**src/rtl/mem_access_ctrl_pkg.sv**
```systemverilog
// rtl/mem_access_ctrl_pkg.sv - shared pipeline types for the MEM-stage access controller
// Holds the access FSM state encoding and the pass-through control field widths.
package mem_access_ctrl_pkg;

    localparam int WB_W       = 2;
    localparam int RD_W       = 5;
    localparam int ALIGN_BITS = 2;

    typedef enum logic [1:0] {
        ST_IDLE    = 2'd0,
        ST_RD_WAIT = 2'd1,
        ST_WR_WAIT = 2'd2,
        ST_DONE    = 2'd3
    } mem_state_e;

endpackage

```
**src/rtl/mem_access_ctrl_store_buf.sv**
```systemverilog
// rtl/mem_access_ctrl_store_buf.sv - one-entry posted store buffer (built with MEM_STORE_BUFFER_EN)
// Holds a single word-aligned store until the memory port acknowledges its drain.
module mem_store_buf #(
    parameter int ADDR_W = 32,
    parameter int DATA_W = 32
) (
    input  logic              clk_i,
    input  logic              rst_i,
    input  logic              push_i,
    input  logic [ADDR_W-1:0] push_addr_i,
    input  logic [DATA_W-1:0] push_data_i,
    input  logic              pop_i,
    output logic              valid_o,
    output logic [ADDR_W-1:0] addr_o,
    output logic [DATA_W-1:0] data_o
);

    logic              valid_q, valid_d;
    logic [ADDR_W-1:0] addr_q, addr_d;
    logic [DATA_W-1:0] data_q, data_d;

    always_comb begin
        valid_d = valid_q;
        addr_d  = addr_q;
        data_d  = data_q;
        // The entry is released only once the drain write has been acknowledged.
        if (pop_i) begin
            valid_d = 1'b0;
        end else if (push_i && !valid_q) begin
            valid_d = 1'b1;
            addr_d  = push_addr_i;
            data_d  = push_data_i;
        end
    end

    always_ff @(posedge clk_i or negedge rst_i) begin
        if (!rst_i) begin
            valid_q <= 1'b0;
            addr_q  <= '0;
            data_q  <= '0;
        end else begin
            valid_q <= valid_d;
            addr_q  <= addr_d;
            data_q  <= data_d;
        end
    end

    assign valid_o = valid_q;
    assign addr_o  = addr_q;
    assign data_o  = data_q;

endmodule

```
**src/rtl/mem_access_ctrl.sv**
```systemverilog
// rtl/mem_access_ctrl.sv - MEM-stage controller bridging loads/stores to a req/ack memory port
// Optional posted store buffer selected by MEM_STORE_BUFFER_EN.
module mem_access_ctrl
    import mem_access_ctrl_pkg::*;
#(
    parameter int ADDR_W = 32,
    parameter int DATA_W = 32
) (
    input  logic              clk_i,
    input  logic              rst_i,
    input  logic              MemRead_i,
    input  logic              MemWrite_i,
    input  logic [ADDR_W-1:0] addr_i,
    input  logic [DATA_W-1:0] wdata_i,
    input  logic [WB_W-1:0]   WB_i,
    input  logic [RD_W-1:0]   rd_i,
    output logic [WB_W-1:0]   WB_o,
    output logic [RD_W-1:0]   rd_o,
    output logic [ADDR_W-1:0] addr_o,
    output logic [DATA_W-1:0] data_o,
    output logic              stall_o,
    output logic              mem_req_o,
    output logic              mem_we_o,
    output logic [ADDR_W-1:0] mem_addr_o,
    output logic [DATA_W-1:0] mem_wdata_o,
    input  logic              mem_ack_i,
    input  logic [DATA_W-1:0] mem_rdata_i
);

    mem_state_e        state_q, state_d;
    logic              mem_req_q, mem_req_d;
    logic              mem_we_q, mem_we_d;
    logic [ADDR_W-1:0] mem_addr_q, mem_addr_d;
    logic [DATA_W-1:0] mem_wdata_q, mem_wdata_d;
    logic [DATA_W-1:0] data_q, data_d;
    logic              stall;
    logic [ADDR_W-1:0] addr_aligned;

    assign addr_aligned = {addr_i[ADDR_W-1:ALIGN_BITS], {ALIGN_BITS{1'b0}}};

`ifdef MEM_STORE_BUFFER_EN
    logic              buf_push;
    logic              buf_pop;
    logic              buf_valid;
    logic [ADDR_W-1:0] buf_addr;
    logic [DATA_W-1:0] buf_data;

    mem_store_buf #(
        .ADDR_W (ADDR_W),
        .DATA_W (DATA_W)
    ) u_store_buf (
        .clk_i       (clk_i),
        .rst_i       (rst_i),
        .push_i      (buf_push),
        .push_addr_i (addr_aligned),
        .push_data_i (wdata_i),
        .pop_i       (buf_pop),
        .valid_o     (buf_valid),
        .addr_o      (buf_addr),
        .data_o      (buf_data)
    );
`endif

    always_comb begin
        state_d     = state_q;
        mem_req_d   = mem_req_q;
        mem_we_d    = mem_we_q;
        mem_addr_d  = mem_addr_q;
        mem_wdata_d = mem_wdata_q;
        data_d      = data_q;
        stall       = 1'b0;
`ifdef MEM_STORE_BUFFER_EN
        buf_push    = 1'b0;
        buf_pop     = 1'b0;
`endif
        case (state_q)
            ST_IDLE: begin
`ifdef MEM_STORE_BUFFER_EN
                // A pending buffered store always drains first so loads see it.
                if (buf_valid) begin
                    stall       = MemRead_i | MemWrite_i;
                    state_d     = ST_WR_WAIT;
                    mem_req_d   = 1'b1;
                    mem_we_d    = 1'b1;
                    mem_addr_d  = buf_addr;
                    mem_wdata_d = buf_data;
                end else if (MemRead_i) begin
                    stall       = 1'b1;
                    state_d     = ST_RD_WAIT;
                    mem_req_d   = 1'b1;
                    mem_we_d    = 1'b0;
                    mem_addr_d  = addr_aligned;
                end else if (MemWrite_i) begin
                    buf_push    = 1'b1;
                end
`else
                // Read wins when both strobes are set.
                if (MemRead_i) begin
                    stall       = 1'b1;
                    state_d     = ST_RD_WAIT;
                    mem_req_d   = 1'b1;
                    mem_we_d    = 1'b0;
                    mem_addr_d  = addr_aligned;
                end else if (MemWrite_i) begin
                    stall       = 1'b1;
                    state_d     = ST_WR_WAIT;
                    mem_req_d   = 1'b1;
                    mem_we_d    = 1'b1;
                    mem_addr_d  = addr_aligned;
                    mem_wdata_d = wdata_i;
                end
`endif
            end
            ST_RD_WAIT: begin
                stall = 1'b1;
                if (mem_ack_i) begin
                    data_d    = mem_rdata_i;
                    mem_req_d = 1'b0;
                    state_d   = ST_DONE;
                end
            end
            ST_WR_WAIT: begin
`ifdef MEM_STORE_BUFFER_EN
                // Drains are posted: only a waiting memory op is held back.
                stall = MemRead_i | MemWrite_i;
                if (mem_ack_i) begin
                    buf_pop   = 1'b1;
                    mem_req_d = 1'b0;
                    mem_we_d  = 1'b0;
                    state_d   = ST_IDLE;
                end
`else
                stall = 1'b1;
                if (mem_ack_i) begin
                    mem_req_d = 1'b0;
                    mem_we_d  = 1'b0;
                    state_d   = ST_DONE;
                end
`endif
            end
            ST_DONE: begin
                stall   = 1'b0;
                state_d = ST_IDLE;
            end
            default: begin
                state_d   = ST_IDLE;
                mem_req_d = 1'b0;
                mem_we_d  = 1'b0;
            end
        endcase
    end

    always_ff @(posedge clk_i or negedge rst_i) begin
        if (!rst_i) begin
            state_q     <= ST_IDLE;
            mem_req_q   <= 1'b0;
            mem_we_q    <= 1'b0;
            mem_addr_q  <= '0;
            mem_wdata_q <= '0;
            data_q      <= '0;
        end else begin
            state_q     <= state_d;
            mem_req_q   <= mem_req_d;
            mem_we_q    <= mem_we_d;
            mem_addr_q  <= mem_addr_d;
            mem_wdata_q <= mem_wdata_d;
            data_q      <= data_d;
        end
    end

    // Strobes may be live during reset; keep stall quiet until release.
    assign stall_o     = stall & rst_i;
    assign mem_req_o   = mem_req_q;
    assign mem_we_o    = mem_we_q;
    assign mem_addr_o  = mem_addr_q;
    assign mem_wdata_o = mem_wdata_q;
    assign data_o      = data_q;
    assign WB_o        = WB_i;
    assign rd_o        = rd_i;
    assign addr_o      = addr_i;

endmodule
```
**config.mk**
```make
export PLATFORM = sky130hd
export DESIGN_NAME = mem_access_ctrl
export DESIGN_NICKNAME = d
export VERILOG_FILES = /design/src/rtl/mem_access_ctrl_pkg.sv /design/src/rtl/mem_access_ctrl_store_buf.sv /design/src/rtl/mem_access_ctrl.sv
export SDC_FILE = /design/constraint.sdc
export NUM_CORES = 1
export LEC_CHECK = 0
export ABC_AREA = 1
export CAP_MARGIN = 20
export CORE_MARGIN = 5
export CORE_UTILIZATION = 32
export DETAILED_ROUTE_END_ITERATION = 12
export GPL_TIMING_DRIVEN = 0
export PLACE_DENSITY = 0.78
export SYNTH_ARGS = -nofsm -noshare
export SYNTH_HDL_FRONTEND = slang
export SYNTH_SLANG_ARGS = --single-unit
```
**constraint.sdc**
```tcl
create_clock -name clk_i -period 3 [get_ports clk_i]
set_clock_uncertainty 0.2 [all_clocks]
set_input_delay 0.9 -clock clk_i [delete_from_list [all_inputs] [get_ports clk_i]]
set_output_delay 0.9 -clock clk_i [all_outputs]
set_load 0.01 [all_outputs]
```
==> Flow_metrics.wiki <==
{| class="wikitable"
! Metric !! Value
|-
| Outcome || finished clean
|-
| Final total power || 6.48 mW
|-
| Yosys cell types || 18
|-
| Combinational share of power || 48.5%
|-
| Setup slack after layout || between 0.07 and 0.08 ns
|-
| Initial core utilization || 32.7%
|-
| Count of pins on the block boundary || ~250
|-
| Total of fill cells in the finished design || approximately 1200
|-
| Final weighted congestion in routability-driven placement || 0.784
|-
| Buffer depth of the longest clock path || 2
|-
| Row cnt || 42
|-
| Number of non-filler instances in the completed layout || 919
|-
| Root cell of the clock tree || clkbuf_16
|-
| Area share of the leading cell type in the synthesized netlist || 56.3%
|-
| Clock network fraction of total power || 16.4%
|-
| Max Clk Rate || 342 MHz
|-
| Sw Ratio || 35.1%
|-
| Grt total ovfl || 0
|-
| Chip Width || 127 µm
|-
| Kind of launch point of the worst setup path || input port
|-
| Final standard cell area without fillers || 7200 µm²
|-
| Count leader, synth || nand2_1
|-
| Arrival time of the worst setup path || approximately 1.8 ns
|-
| Sequential-to-total area share from yosys stat || about 56%
|-
| Number of port buffers || 233
|-
| Count of TritonRoute iterations in the first routing pass || 4
|-
| Worst slack at placement || -0.772 ns
|-
| Final Hold Viols || 0
|-
| Post-synthesis average cell area || 8.87 µm²
|-
| Number of instances in the synthesized netlist || 491
|-
| Height of the die || 127 µm
|-
| Total area of multi-input combinational cells || roughly 1300 µm²
|-
| Category of the worst setup path capture point || output port
|-
| HPWL after detailed placement || 9810 µm
|-
| Via count of the first global-routing pass || 3917
|-
| Layout Nets || 850
|-
| Internal power consumption || 4.21 mW
|-
| Share of cells above drive strength 1 || 12.1%
|-
| # Post-CTS Setup Buffers || 0
|-
| FF+latch count, synth || 98
|-
| Post-synthesis cell area || 4350 µm²
|-
| Clock-pin slew on the worst setup and hold paths || 0.06 ns
|-
| Cts hold-fix bufs || 0
|-
| Category of the critical setup timing path || input port to output port
|-
| Average vias per placed instance || about 4.4
|-
| Die outline area || 16000 µm²
|-
| Placed cell count || 902
|-
| Synth top area cells || dfrtp_1, nand2_1, buf_4, nand3_1, inv_1
|-
| Largest area contributor in the netlist || dfrtp_1
|-
| Unrepaired setup endpoints after global routing || no
|-
| Max cap viols || 0
|-
| Std-Cell Core Area || 13300 µm²
|-
| Clk_lat worst skew || 0.33 ns
|-
| WL final || between 10000 and 15000 µm
|-
| Number of antenna diodes || 0
|-
| Wire per inst || 14.1 µm
|-
| Main synth FF type || dfrtp_1
|-
| Worst voltage drop across the vdd grid || 0.383 mV
|-
| Number of enable flip-flop cells after synthesis || 0
|-
| 1st-iter DRT viols || approximately 180
|-
| Count of final setup violators || 0
|-
| Final Critical Period || 2.92 ns
|-
| Global-route wire length before repair || 20000 µm
|-
| Async set-or-reset flop fraction in the synthesized netlist || 100%
|-
| Worst endpoint required time || 1.90 ns
|-
| TritonCTS clock tree || yes
|-
| Crit share post-route || 97.4%
|-
| Largest net degree at the start of global routing || 55
|-
| Number of nets with antenna violations after detailed routing || 0
|-
| Via count || 4004
|-
| Total net switching power || 2.27 mW
|-
| Number of max-slew violations in the final report || 0
|-
| Leading cell types by count after synthesis || nand2_1, dfrtp_1, nand3_1
|-
| Total power per unit cell area || 899 nW/µm²
|-
| Leakage Power || 3.62 nW
|-
| Layout area overhead || 65.4%
|-
| DP Area || 6940 µm²
|-
| Share of total power in sequential cells || between 30% and 40%
|-
| Kind of path behind the tightest hold check || input port to asynchronous set/reset pin
|-
| DRC violations left || 0
|-
| Number of antenna violations at the first check in global routing || 0
|-
| Crit path max fanout || 2
|-
| GR Util All Layers || 15.6%
|-
| Number of sinks handled by clock tree synthesis || between 90 and 100
|-
| Count of yosys warnings during synthesis || 0
|-
| Number of CTS-inserted buffers || 9
|-
| CTS H-tree lvls || 3
|-
| Sequential Area || 2450 µm²
|}
per-stage QoR:
stage | util [%] | TNS, ns | hold WS (ns)
finish | 54.2 | 0 | 0.210
detailed placement | 52.2 | -4.60 | 0.258
global route | 54.2 | 0 | 0.210
global placement | 52.0 | -302.86 | 0.253
floorplan | - | 0 | 0.274
CTS | 54.0 | 0 | 0.201
cell type report:
type | instances | share of cell area, %
Sequential cell | 98 | 34.0
Timing Repair Buffer | 235 | 32.8
Multi-Input combinational cell | 286 | 17.6
Buffer | 68 | 6.81
Clock buffer | 13 | 3.47
Tap cell | 176 | 3.06
Inverter | 40 | 2.08
Clock inverter | 3 | 0.208
timing repair:
item,CTS,global route
setup endpoints to repair,31,1
cloned,0,1
gates resized for setup,42,1
flip-flops by register name, summed over array words and instances (netlist names):
signal and count:
mem_wdata_o 32, mem_we_o 1, state_q 2, data_o 32
mem_req_o 1, mem_addr_o 30
layer usage:
layer / GRT usage, % / routed length [µm] / up-vias
met5: 0 / 0 / -
met3: 6.01 / 1050 / 13
met1: 19.5 / 5690 / 1857
li1: - / - / 1980
met2: 25.1 / 6000 / 154
met4: 4.61 / 207 / 0
worst max-delay path: stages:
cell and delay (ns):
dlygate4sd2_1 0.27, buf_4 0.13, clkdlybuf4s50_1 0.52
placed cells by master, fill, tap and decap left out:
master	count
clkdlybuf4s50_1	199
nand2_1	173
dfrtp_1	98
nand3_1	66
buf_4	51
inv_1	38
dlygate4sd2_1	32
o21ai_1	24
buf_2	14
o21ai_0	11
clkbuf_16	10
buf_6	4
ha_1	4
clkinv_2	3
clkbuf_1	3
inv_2	2
conb_1	2
buf_16	2
nor2_2	1
a21boi_1	1
nand3_4	1
nand2_4	1
nand4_1	1
nor2_1	1
clkbuf_8	1
path summary, 6_finish.rpt:
path | from | slack [ns] | end | cells after the start
max in group asynchronous | rst_i | 1.93 | mem_wdata_o[9]$_DFFE_PN0P_ | 2
max | addr_i[11] | 0.08 | addr_o[11] | 3
min reg2reg | mem_addr_o[15]$_DFFE_PN0P_ | 0.27 | mem_addr_o[15]$_DFFE_PN0P_ | 2
min in group clk_i | mem_addr_o[15]$_DFFE_PN0P_ | 0.27 | mem_addr_o[15]$_DFFE_PN0P_ | 2
max reg2reg | state_q[1]$_DFFE_PN0P_ | 1.39 | mem_wdata_o[5]$_DFFE_PN0P_ | 6
min | rst_i | 0.21 | mem_wdata_o[30]$_DFFE_PN0P_ | 1
cells by family (layout without fill, tap and decap cells):
kind of cell,count (synthesis),in the layout,synth area share [%]
AND/OR/NAND/NOR,244,244,23.5
buffers and inverters,108,359,14.7
flip-flops,98,98,56.3
AO/OA/AOI/OAI,36,36,4.20
adder cells (fa/ha/maj),4,4,1.15
other,1,2,0.0861
power groups by stage:
stage,registers (mW),clock network [mW],logic [mW]
floorplan,2.57,0,1.12
global placement,2.27,0,3.15
detailed placement,2.29,0,3.21
CTS,2.28,1.10,3.20
global route,2.36,1.15,3.45
finish,2.28,1.06,3.14
Power figures use the tool's default switching activity.
